`src/rtl/multicycle_ctrl.sv`:
```
// Control FSM for a shared-ALU, shared-memory multi-cycle RV32I datapath.
// Memory waits are bounded by a watchdog; illegal opcodes and timeouts park in a sticky trap.
module multicycle_ctrl #(
  parameter int unsigned TIMEOUT = 16,
  parameter int unsigned CNT_W   = 32
) (
  input  logic             clk,
  input  logic             rst_n,
  input  logic             run,
  input  logic [6:0]       opcode,
  input  logic [2:0]       funct3,
  input  logic             zero,
  input  logic             mem_ready,
  output logic             PCWrite,
  output logic             IRWrite,
  output logic             IorD,
  output logic             MemRead,
  output logic             MemWrite,
  output logic             MemtoReg,
  output logic             RegWrite,
  output logic             ALUsrcA,
  output logic [1:0]       ALUsrcB,
  output logic [1:0]       ALUop,
  output logic             PCsrc,
  output logic [3:0]       state,
  output logic             retire,
  output logic             trap,
  output logic             trap_cause,
  output logic [CNT_W-1:0] instr_count
);

  typedef enum logic [3:0] {
    StIdle    = 4'd0,
    StFetch   = 4'd1,
    StDecode  = 4'd2,
    StExecR   = 4'd3,
    StExecI   = 4'd4,
    StMemAddr = 4'd5,
    StMemRd   = 4'd6,
    StMemWb   = 4'd7,
    StMemWr   = 4'd8,
    StBranch  = 4'd9,
    StAluWb   = 4'd10,
    StTrap    = 4'd11
  } state_e;

  typedef struct packed {
    logic       iord;
    logic       mem_read;
    logic       mem_write;
    logic       mem_to_reg;
    logic       reg_write;
    logic       alu_src_a;
    logic [1:0] alu_src_b;
    logic [1:0] alu_op;
    logic       pc_src;
  } ctrl_t;

  localparam logic [6:0] OpR      = 7'b0110011;
  localparam logic [6:0] OpImm    = 7'b0010011;
  localparam logic [6:0] OpLoad   = 7'b0000011;
  localparam logic [6:0] OpStore  = 7'b0100011;
  localparam logic [6:0] OpBranch = 7'b1100011;
  localparam logic [7:0] WaitLast = 8'(TIMEOUT - 1);

  state_e           state_q, state_d;
  ctrl_t            ctrl_q;
  logic [7:0]       wait_q, wait_d;
  logic             cause_q, cause_d;
  logic [CNT_W-1:0] count_q, count_d;
  logic             instr_end;
  logic             timed_out;
  logic             wait_state;
  logic             fetch_done;
  logic             br_taken;

  // State-only controls, looked up for the state being entered so they come out of a register.
  function automatic ctrl_t decode_ctrl(state_e s);
    ctrl_t c;
    c = '0;
    case (s)
      StFetch: begin
        c.mem_read  = 1'b1;
        c.alu_src_b = 2'b01;
      end
      StDecode:  c.alu_src_b = 2'b10;
      StExecR: begin
        c.alu_src_a = 1'b1;
        c.alu_op    = 2'b10;
      end
      StExecI, StMemAddr: begin
        c.alu_src_a = 1'b1;
        c.alu_src_b = 2'b10;
      end
      StMemRd: begin
        c.iord     = 1'b1;
        c.mem_read = 1'b1;
      end
      StMemWb: begin
        c.mem_to_reg = 1'b1;
        c.reg_write  = 1'b1;
      end
      StMemWr: begin
        c.iord      = 1'b1;
        c.mem_write = 1'b1;
      end
      StBranch: begin
        c.alu_src_a = 1'b1;
        c.alu_op    = 2'b01;
        c.pc_src    = 1'b1;
      end
      StAluWb:   c.reg_write = 1'b1;
      default:   c = '0;
    endcase
    return c;
  endfunction

  assign wait_state = (state_q == StFetch) || (state_q == StMemRd) || (state_q == StMemWr);

  always_comb begin
    state_d   = state_q;
    cause_d   = cause_q;
    instr_end = 1'b0;
    timed_out = 1'b0;
    unique case (state_q)
      StIdle:    if (run) state_d = StFetch;
      StFetch: begin
        if (mem_ready)             state_d   = StDecode;
        else if (wait_q == WaitLast) timed_out = 1'b1;
      end
      StDecode: begin
        case (opcode)
          OpR:              state_d = StExecR;
          OpImm:            state_d = StExecI;
          OpLoad, OpStore:  state_d = StMemAddr;
          OpBranch:         state_d = StBranch;
          default: begin
            state_d = StTrap;
            cause_d = 1'b0;
          end
        endcase
      end
      StExecR, StExecI: state_d = StAluWb;
      StMemAddr: state_d = (opcode == OpStore) ? StMemWr : StMemRd;
      StMemRd: begin
        if (mem_ready)             state_d   = StMemWb;
        else if (wait_q == WaitLast) timed_out = 1'b1;
      end
      StMemWr: begin
        if (mem_ready)             instr_end = 1'b1;
        else if (wait_q == WaitLast) timed_out = 1'b1;
      end
      StAluWb, StMemWb, StBranch: instr_end = 1'b1;
      StTrap:    state_d = StTrap;
      default:   state_d = StIdle;
    endcase
    if (timed_out) begin
      state_d = StTrap;
      cause_d = 1'b1;
    end
    if (instr_end) state_d = run ? StFetch : StIdle;
  end

  always_comb begin
    wait_d  = wait_q;
    count_d = count_q;
    // Any state change restarts the watchdog, so each wait state begins from zero.
    if (state_d != state_q)          wait_d = '0;
    else if (wait_state && !mem_ready) wait_d = wait_q + 8'd1;
    if (instr_end) count_d = count_q + CNT_W'(1);
  end

  always_ff @(posedge clk) begin
    if (!rst_n) begin
      state_q <= StIdle;
      ctrl_q  <= '0;
      wait_q  <= '0;
      cause_q <= 1'b0;
      count_q <= '0;
    end else begin
      state_q <= state_d;
      ctrl_q  <= decode_ctrl(state_d);
      wait_q  <= wait_d;
      cause_q <= cause_d;
      count_q <= count_d;
    end
  end

  assign fetch_done = (state_q == StFetch) && mem_ready;
  assign br_taken   = (funct3 == 3'b000) ? zero :
                      (funct3 == 3'b001) ? ~zero : 1'b0;

  assign PCWrite     = fetch_done || ((state_q == StBranch) && br_taken);
  assign IRWrite     = fetch_done;
  assign IorD        = ctrl_q.iord;
  assign MemRead     = ctrl_q.mem_read;
  assign MemWrite    = ctrl_q.mem_write;
  assign MemtoReg    = ctrl_q.mem_to_reg;
  assign RegWrite    = ctrl_q.reg_write;
  assign ALUsrcA     = ctrl_q.alu_src_a;
  assign ALUsrcB     = ctrl_q.alu_src_b;
  assign ALUop       = ctrl_q.alu_op;
  assign PCsrc       = ctrl_q.pc_src;
  assign state       = state_q;
  assign retire      = instr_end;
  assign trap        = (state_q == StTrap);
  assign trap_cause  = cause_q;
  assign instr_count = count_q;

endmodule

```
`config.mk`:
```
export PLATFORM = sky130hd
export DESIGN_NAME = multicycle_ctrl
export DESIGN_NICKNAME = d
export VERILOG_FILES = /design/src/rtl/multicycle_ctrl.sv
export SDC_FILE = /design/constraint.sdc
export NUM_CORES = 1
export LEC_CHECK = 0
export CORE_AREA = 2 2 80 82
export DETAILED_ROUTE_END_ITERATION = 16
export DIE_AREA = 0 0 82 84
export GPL_TIMING_DRIVEN = 0
export PLACE_DENSITY = 0.8
export SLEW_MARGIN = 20
export SYNTH_ARGS = -nofsm -noshare
export SYNTH_HDL_FRONTEND = slang
export SYNTH_SLANG_ARGS = --single-unit
```
`constraint.sdc`:
```
create_clock -name clk -period 3.1 [get_ports clk]
set_input_delay 0.31 -clock clk [delete_from_list [all_inputs] [get_ports clk]]
set_output_delay 0.31 -clock clk [all_outputs]
set_load 0.02 [all_outputs]
```
==> results.py <==
metrics = {
    "critical_path": {
        "ff2ff_path_depth": 8,
        "crit_slowest_cell": "nor4b_1",
        "worstSetupPathType": "reg2reg",
        "rrSetupSlack_ns": 0.21,
        "startpoint_type": "flip-flop",
        "cpPeakStageDelay_ns": 0.67,
        "cp-end-kind": "flip-flop",
        "timing.rr.end": "instr_count[27]$_SDFFE_PN0P_",
        "worstPathArrival_ns": 3.07,
        "path_max_fanout": 10,
        "timing.rr.start": "state[1]$_SDFF_PN0_",
        "crit_start": "state[1]$_SDFF_PN0_",
        "crit_path_cell_trace": "buf_2 > nor2_1 > o311ai_2 > nor4b_1 > buf_2 > nand3_1 > xor2_1 > nor2_1",
        "required_ns": 3.28,
    },
    "timing": {
        "rsz0062_at_grt": "false",
        "fmax_mhz": 346,
        "fin_crit_sh_pct": 93.2,
        "relSlewSlack_pct": 45.1,
        "report.final.slew_viol_count": 0,
        "final.setup.tns_ns": 0,
        "skew_ns": 0.00746,
        "report.final.hold_viol_count": 0,
        "tightest_slew_ns": 0.817,
        "finalSetupViolations": 0,
        "fin_crit_ns": 2.89,
    },
    "floorplanning": {
        "die_w_um": 82,
        "ios": 67,
        "die-area_um2": 6890,
        "core_um2": 6100,
        "initial_utilization_pct": 45.9,
        "row_count": 29,
        "die_y_um": 84,
    },
    "yosys": {
        "synth_compound_area_share_pct": 10.7,
        "yosys.area_share.simple_pct": 30.7,
        "synthesis.nets": 334,
        "synth-edff-count": 0,
        "synth_cell_type_count": 57,
        "ys_seq_area_share_pct": 39.3,
        "muxShareOfSynthArea_pct": 1.12,
        "netlist_instances": 317,
        "ys_ff_latch": 55,
        "yosysWarnings": 0,
        "syn_avg_cell_area_um2": 8.83,
        "synth_xor_area_share_pct": 12.5,
        "netlist_area_um2": 2800,
        "async_flop_share_pct": 0,
        "synthFlopType": "dfxtp_1",
        "synthAdderAreaFrac_pct": 0.894,
        "synth_top_family_by_area": "simple AND/OR/NAND/NOR gates",
    },
    "status": {
        "status": "completed",
    },
    "grt": {
        "grt_pass1_vias": 2394,
        "busiest_layer": "met2",
        "antenna_found_initial": 0,
        "overflow": 0,
        "grt_start_max_net_pins": 17,
        "met2_usage_pct": 32.4,
        "grt_pass1_wl_um": 10700,
        "grt_usage_pct": 19.3,
        "grt_util_met1_pct": 24.1,
        "met3_usage_pct": 4.22,
    },
    "clocking": {
        "clk_latency_ns": 0.30,
        "postCtsSetupBuffers": 0,
        "path_clk_slew_ns": 0.10,
        "cts-buffers-inserted": 5,
        "clock_sinks": 55,
        "clockRootBuffer": "clkbuf_8",
        "cts_hold_buf": 0,
        "cts.path.max_buffers": 2,
        "cts_tree": "done",
        "cts_resized": 0,
        "htreeDepth": 2,
    },
    "placed_design": {
        "dpl.cell_count": 458,
        "gp_congestion": 0.837,
        "port-buffer-count": 64,
        "dpl.hpwl_um": 4700,
        "postPlaceCellArea_um2": 3540,
    },
    "routing": {
        "postRouteWirelength_um": 6490,
        "ant_nets": 0,
        "first_pass_iters": 4,
        "drt_iter0_drc": 173,
        "routed-via-count": 2589,
        "vias_per_cell": 5.57,
        "drc": 0,
        "wl_per_cell_um": 14.0,
    },
    "power": {
        "p_sw_mw": 0.822,
        "finalPower_mw": 2.21,
        "power_density_nw_per_um2": 608,
        "vdd_drop_max_mv": 0.354,
        "clkPwrFrac_pct": 20.8,
        "pwr-share-comb_pct": 43.0,
        "p_leak_nw": 1.32,
        "seq_power_share_pct": 36.2,
        "p_int_mw": 1.39,
        "switching_share_pct": 37.1,
    },
    "layout": {
        "drive_above_1_share_pct": 8.76,
        "final_cell_count_no_fill": 465,
        "stdcell_area_um2": 3640,
        "diodes": 0,
        "num-nets-final": 405,
        "area_growth_syn_to_layout_pct": 30.1,
    },
    "worst_hold_path": {
        "hold_start": "trap_cause$_SDFFE_PN0P_",
        "hold_path_class": "reg2reg",
        "hold_depth": 2,
        "whs_endpoint": "trap_cause$_SDFFE_PN0P_",
    },
    "flow_run": {
        "cap_violations": 0,
    },
}
==> layout by cell type, fill, tap and decap left out, types with 9 or more instances in the layout <==
cell	netlist	final
a21oi_1	10	10
clkbuf_1	12	12
clkdlybuf4s50_1	0	64
dfxtp_1	55	55
inv_1	11	11
nand2_1	19	19
nand3_1	16	16
nand4_1	15	15
nor2_1	40	40
nor3_2	9	9
xor2_1	34	34
==> stage by stage <==
| stage | setup slack (ns) | util (%) | hold slack [ns] |
|---|---|---|---|
| finish | 0.211 | 59.7 | 0.502 |
| global route | 0.0316 | 59.7 | 0.536 |
| CTS | 0.202 | 59.7 | 0.504 |
| detailed placement | 0.215 | 58.0 | 0.491 |
| global placement | 0.245 | 58.0 | 0.482 |
| floorplan | 0.382 | - | 0.422 |
==> worst max-delay path: cells and delay by family (launching register included) <==
kind | cells | cell delay, ns
compound gates | 1 | 0.58
xor+xnor | 1 | 0.18
simple gates | 4 | 0.95
flops | 1 | 0.45
buf+inv | 2 | 0.62
==> power by group through the flow <==
| stage | clock, mW | sequential, mW | combinational [mW] |
|---|---|---|---|
| 2_1_floorplan | 0 | 0.871 | 0.614 |
| 3_3_place_gp | 0 | 0.815 | 0.921 |
| 3_5_place_dp | 0 | 0.817 | 0.940 |
| 4_1_cts | 0.470 | 0.801 | 0.943 |
| 5_1_grt | 0.494 | 0.809 | 1.02 |
| 6_report | 0.460 | 0.801 | 0.953 |
==> flip-flops by register name, summed over array words and instances (netlist names), 2 cells and up <==
signal       count
ALUop            2
state            4
ALUsrcB          2
instr_count     32
wait_q           8
==> cell usage after synthesis, types with 2 or more instances <==
cell	count	area share [%]
dfxtp_1	55	39
nor2_1	40	5.4
xor2_1	34	11
nand2_1	19	2.5
nand3_1	16	2.9
nand4_1	15	3.4
clkbuf_1	12	1.6
inv_1	11	1.5
a21oi_1	10	1.8
nor3_2	9	3.2
and3_1	8	1.8
xnor2_1	6	1.9
buf_2	5	0.89
and2_1	4	0.89
and4_1	4	1.3
nor2b_1	4	0.89
nor4_1	4	0.89
nor4b_1	4	1.3
o21ai_0	4	0.72
o41ai_1	4	1.3
nand2b_1	3	0.67
nand4bb_1	3	1.2
a31oi_1	2	0.45
ha_1	2	0.89
mux2i_1	2	0.72
nand4b_1	2	0.63
nor3_1	2	0.36
o211ai_1	2	0.54
o21ai_1	2	0.36
o22ai_1	2	0.45
==> per-layer routing <==
metal | up-vias | share of wire [%]
li1 | 1260 | -
met1 | 1222 | 43
met2 | 95 | 49
met3 | 12 | 6.0
met4 | 0 | 1.8
met5 | - | 0
==> worst max-delay path by stage <==
stage,end,slack (ns),cells past startpoint
global route,instr_count[27]$_SDFFE_PN0P_,0.03,8
CTS,instr_count[27]$_SDFFE_PN0P_,0.20,8
finish,instr_count[27]$_SDFFE_PN0P_,0.21,8
global placement,instr_count[27]$_SDFFE_PN0P_,0.25,8
detailed placement,instr_count[29]$_SDFFE_PN0P_,0.22,8
floorplan,wait_q[6]$_SDFFE_PP0P_,0.38,8
==> logic make-up (layout without fill, tap and decap cells) <==
kind of cell / Yosys count / count (layout)
xor+xnor: 40 / 40
compound gates: 40 / 40
fa+ha+maj: 2 / 2
buf+inv: 31 / 102
mux: 3 / 3
simple gates: 146 / 146
flops: 55 / 55
==> layout make-up <==
type | count | area [µm²]
fill | 560 | 2450
clock inverter | 2 | 37.5
timing repair buffer | 64 | 641
multi-input combinational | 231 | 1560
buffer | 19 | 88.8
clock buffer | 5 | 68.8
tap | 77 | 96.3
sequential | 55 | 1100
inverter | 12 | 45.0
(Power assumes the default switching activity.)
==> RTL edit: new RTL, same flow settings <==
`CNT_W`: 32 -> 16.
--- a/src/rtl/multicycle_ctrl.sv
+++ b/src/rtl/multicycle_ctrl.sv
@@ -4,3 +4,3 @@
   parameter int unsigned TIMEOUT = 16,
-  parameter int unsigned CNT_W   = 32
+  parameter int unsigned CNT_W   = 16
 ) (
Interface: changed (resized instr_count); port bits go from 67 to 51. The function was not compared with the original's and may differ.
==> RTL edit against the original RTL <==
  * Critical path depth is 2 lower
  * Die area stayed put
  * Power is 6.2% lower
  * Area after synthesis is 21% lower
  * Design area is 19% lower
  * Sequential cell count is 15 lower
  * Routed wire length is 15% lower
  * Sequential power is 23% lower
  * Cell count is 13% lower
  * Worst setup slack better by 0.049 ns
  * Synthesized cell count is 15% lower
  * Largest power group unchanged
==> RTL edit: results (changes against the original RTL) <==
| Metric | Value |
|---|---|
| Final hold slack | `0.505 ns (+0.00258 ns)` |
| Fillers | `580 (+3.6%)` |
| Hpwl dp | `4170 um (-11%)` |
| 1st-iter DRT viols | `96 (-45%)` |
| Cts bufs inserted | `5 (unchanged)` |
| Syn nets | `286 (-14%)` |
| Largest net degree at the start of global routing | `14 (-3)` |
| IO buf count | `50 (-22%)` |
| Ant diodes | `0 (unchanged)` |
| Worst R2R Setup Slack | `0.39 ns (+0.18 ns)` |
| Nets | `343 (-15%)` |
| Endpoint, Worst Hold | `trap_cause` |
| Clock slew at the register clock pins of the worst setup and hold paths | `0.08 ns (-0.02 ns)` |
| Setup WS pre-CTS | `-0.183 ns (-0.399 ns)` |
| Fin Clk Skew | `0.00267 ns (-0.00478 ns)` |
| Max reg flops | `16 (-50%)` |
| Fraction of layout cells with a size suffix above 1 | `7.34% (-1.4 points)` |
| Clock root cell | `clkbuf_8` |
| Synth Warn # | `0 (unchanged)` |
| Reg-to-Reg End | `instr_count[15]` |
| First-pass GRT wire length | `9210 um (-14%)` |
| Final WS setup | `0.261 ns (+0.0494 ns)` |
| R2r startpoint | `state[3]` |
| Synth async-reset ratio | `0% (unchanged)` |
| Placer Congestion | `0.892 (+6.6%)` |
| Library cells used by synthesis | `53 (-7.0%)` |
| Peak VDD IR | `0.380 mV (+7.3%)` |
| Ranking of synthesized cells by area | `dfxtp_1, xor2_1, nor2_1` |
| Clock Latency Late Sink | `0.30 ns (about the same)` |
| Kind of critical path | `reg2out` |
| Hold WC Path Type | `reg2reg` |
| H-tree lvl count | `2 (unchanged)` |
| Via count | `2203 (-15%)` |
| DR WL/cell | `13.7 um (-2.0%)` |
| DP Area | `2820 um2 (-20%)` |
| Status | `finished, final reports clean` |
| Top cells by count, synth | `dfxtp_1, nor2_1, nand2_1` |
| GRT Overall Usage | `16.9% (-2.4 points)` |
| Initial antenna violation count | `0 (unchanged)` |
| Static Leakage | `1.00 nW (-24%)` |
| Vias in the first global route | `1995 (-17%)` |
| Slew headroom | `46.0% (+0.90 points)` |
| Hold_sp | `trap_cause` |
| Arr. time, crit path | `2.53 ns (-0.54 ns)` |
| Seq/Total Area, Yosys | `36.0% (-3.3 points)` |
| WHS Path Cells | `2 (unchanged)` |
[RTL edit: worst max-delay path by stage]
stage / endpoint / cells past startpoint
after global routing: instr_count[15] / 8
after global placement: wait_q[5] / 7
after CTS: retire / 6
final: retire / 6
after detailed placement: wait_q[5] / 7
after floorplan: wait_q[0] / 8
[RTL edit: cell type report]
cell class	count	area, um2	share of cell area (%)
multi-input cells	211	1380	46.5
plain buffers	14	61.3	2.07
clock inverters	3	42.5	1.44
inverters	4	15.0	0.507
repair buffers	50	500	16.9
flip-flops and latches	40	801	27.0
clock buffers	5	68.8	2.32
well taps	77	96.3	3.25
[RTL edit: worst max-delay path: stages (launching register included)]
cell and delay (ns):
dfxtp_1 0.36, clkbuf_1 0.31, buf_2 0.31, nor3b_1 0.27, o21ai_2 0.15, nand2_1 0.19, clkdlybuf4s50_1 0.63
[RTL edit: power breakdown]
part           internal [mW]  total (mW)  switching [mW]
Clock                  0.238       0.425           0.187
Combinational          0.418        1.04           0.619
Sequential             0.572       0.614          0.0416
[RTL edit: stage by stage]
| step | instances | util, % | TNS, ns |
|---|---|---|---|
| 6_report | 404 | 48.6 | 0 |
| 5_1_grt | 404 | 48.6 | 0 |
| 4_1_cts | 404 | 48.1 | 0 |
| 3_5_place_dp | 396 | 46.3 | -1.43 |
| 3_3_place_gp | 396 | 46.3 | -1.26 |
| 2_1_floorplan | 269 | - | 0 |
[RTL edit: what timing repair did]
| action | 4_1_cts | 5_1_grt |
|---|---|---|
| setup buffers | 0 | 0 |
| endpoints found under the setup margin | 0 | 11 |
| gates resized for setup | 0 | 7 |
[RTL edit: metal layers]
metal	up-vias	wire, um	part of all wire (%)	GRT usage (%)
li1	1102	-	-	-
met2	80	2600	47	26.6
met5	-	0	0	0
met1	1011	2440	44	22.2
met3	10	406	7.3	4.65
met4	0	85	1.5	5.00
[RTL edit: kinds of logic after synthesis]
family / after synthesis / share of synthesized area, %
xor gates and xnor gates: 23 / 9.05
muxes: 5 / 2.31
buffers and inverters: 18 / 3.37
adders and majority gates: 2 / 1.12
and+or+nand+nor: 130 / 32.5
AOI/OAI and AO/OA: 51 / 15.7
DFF: 40 / 36.0
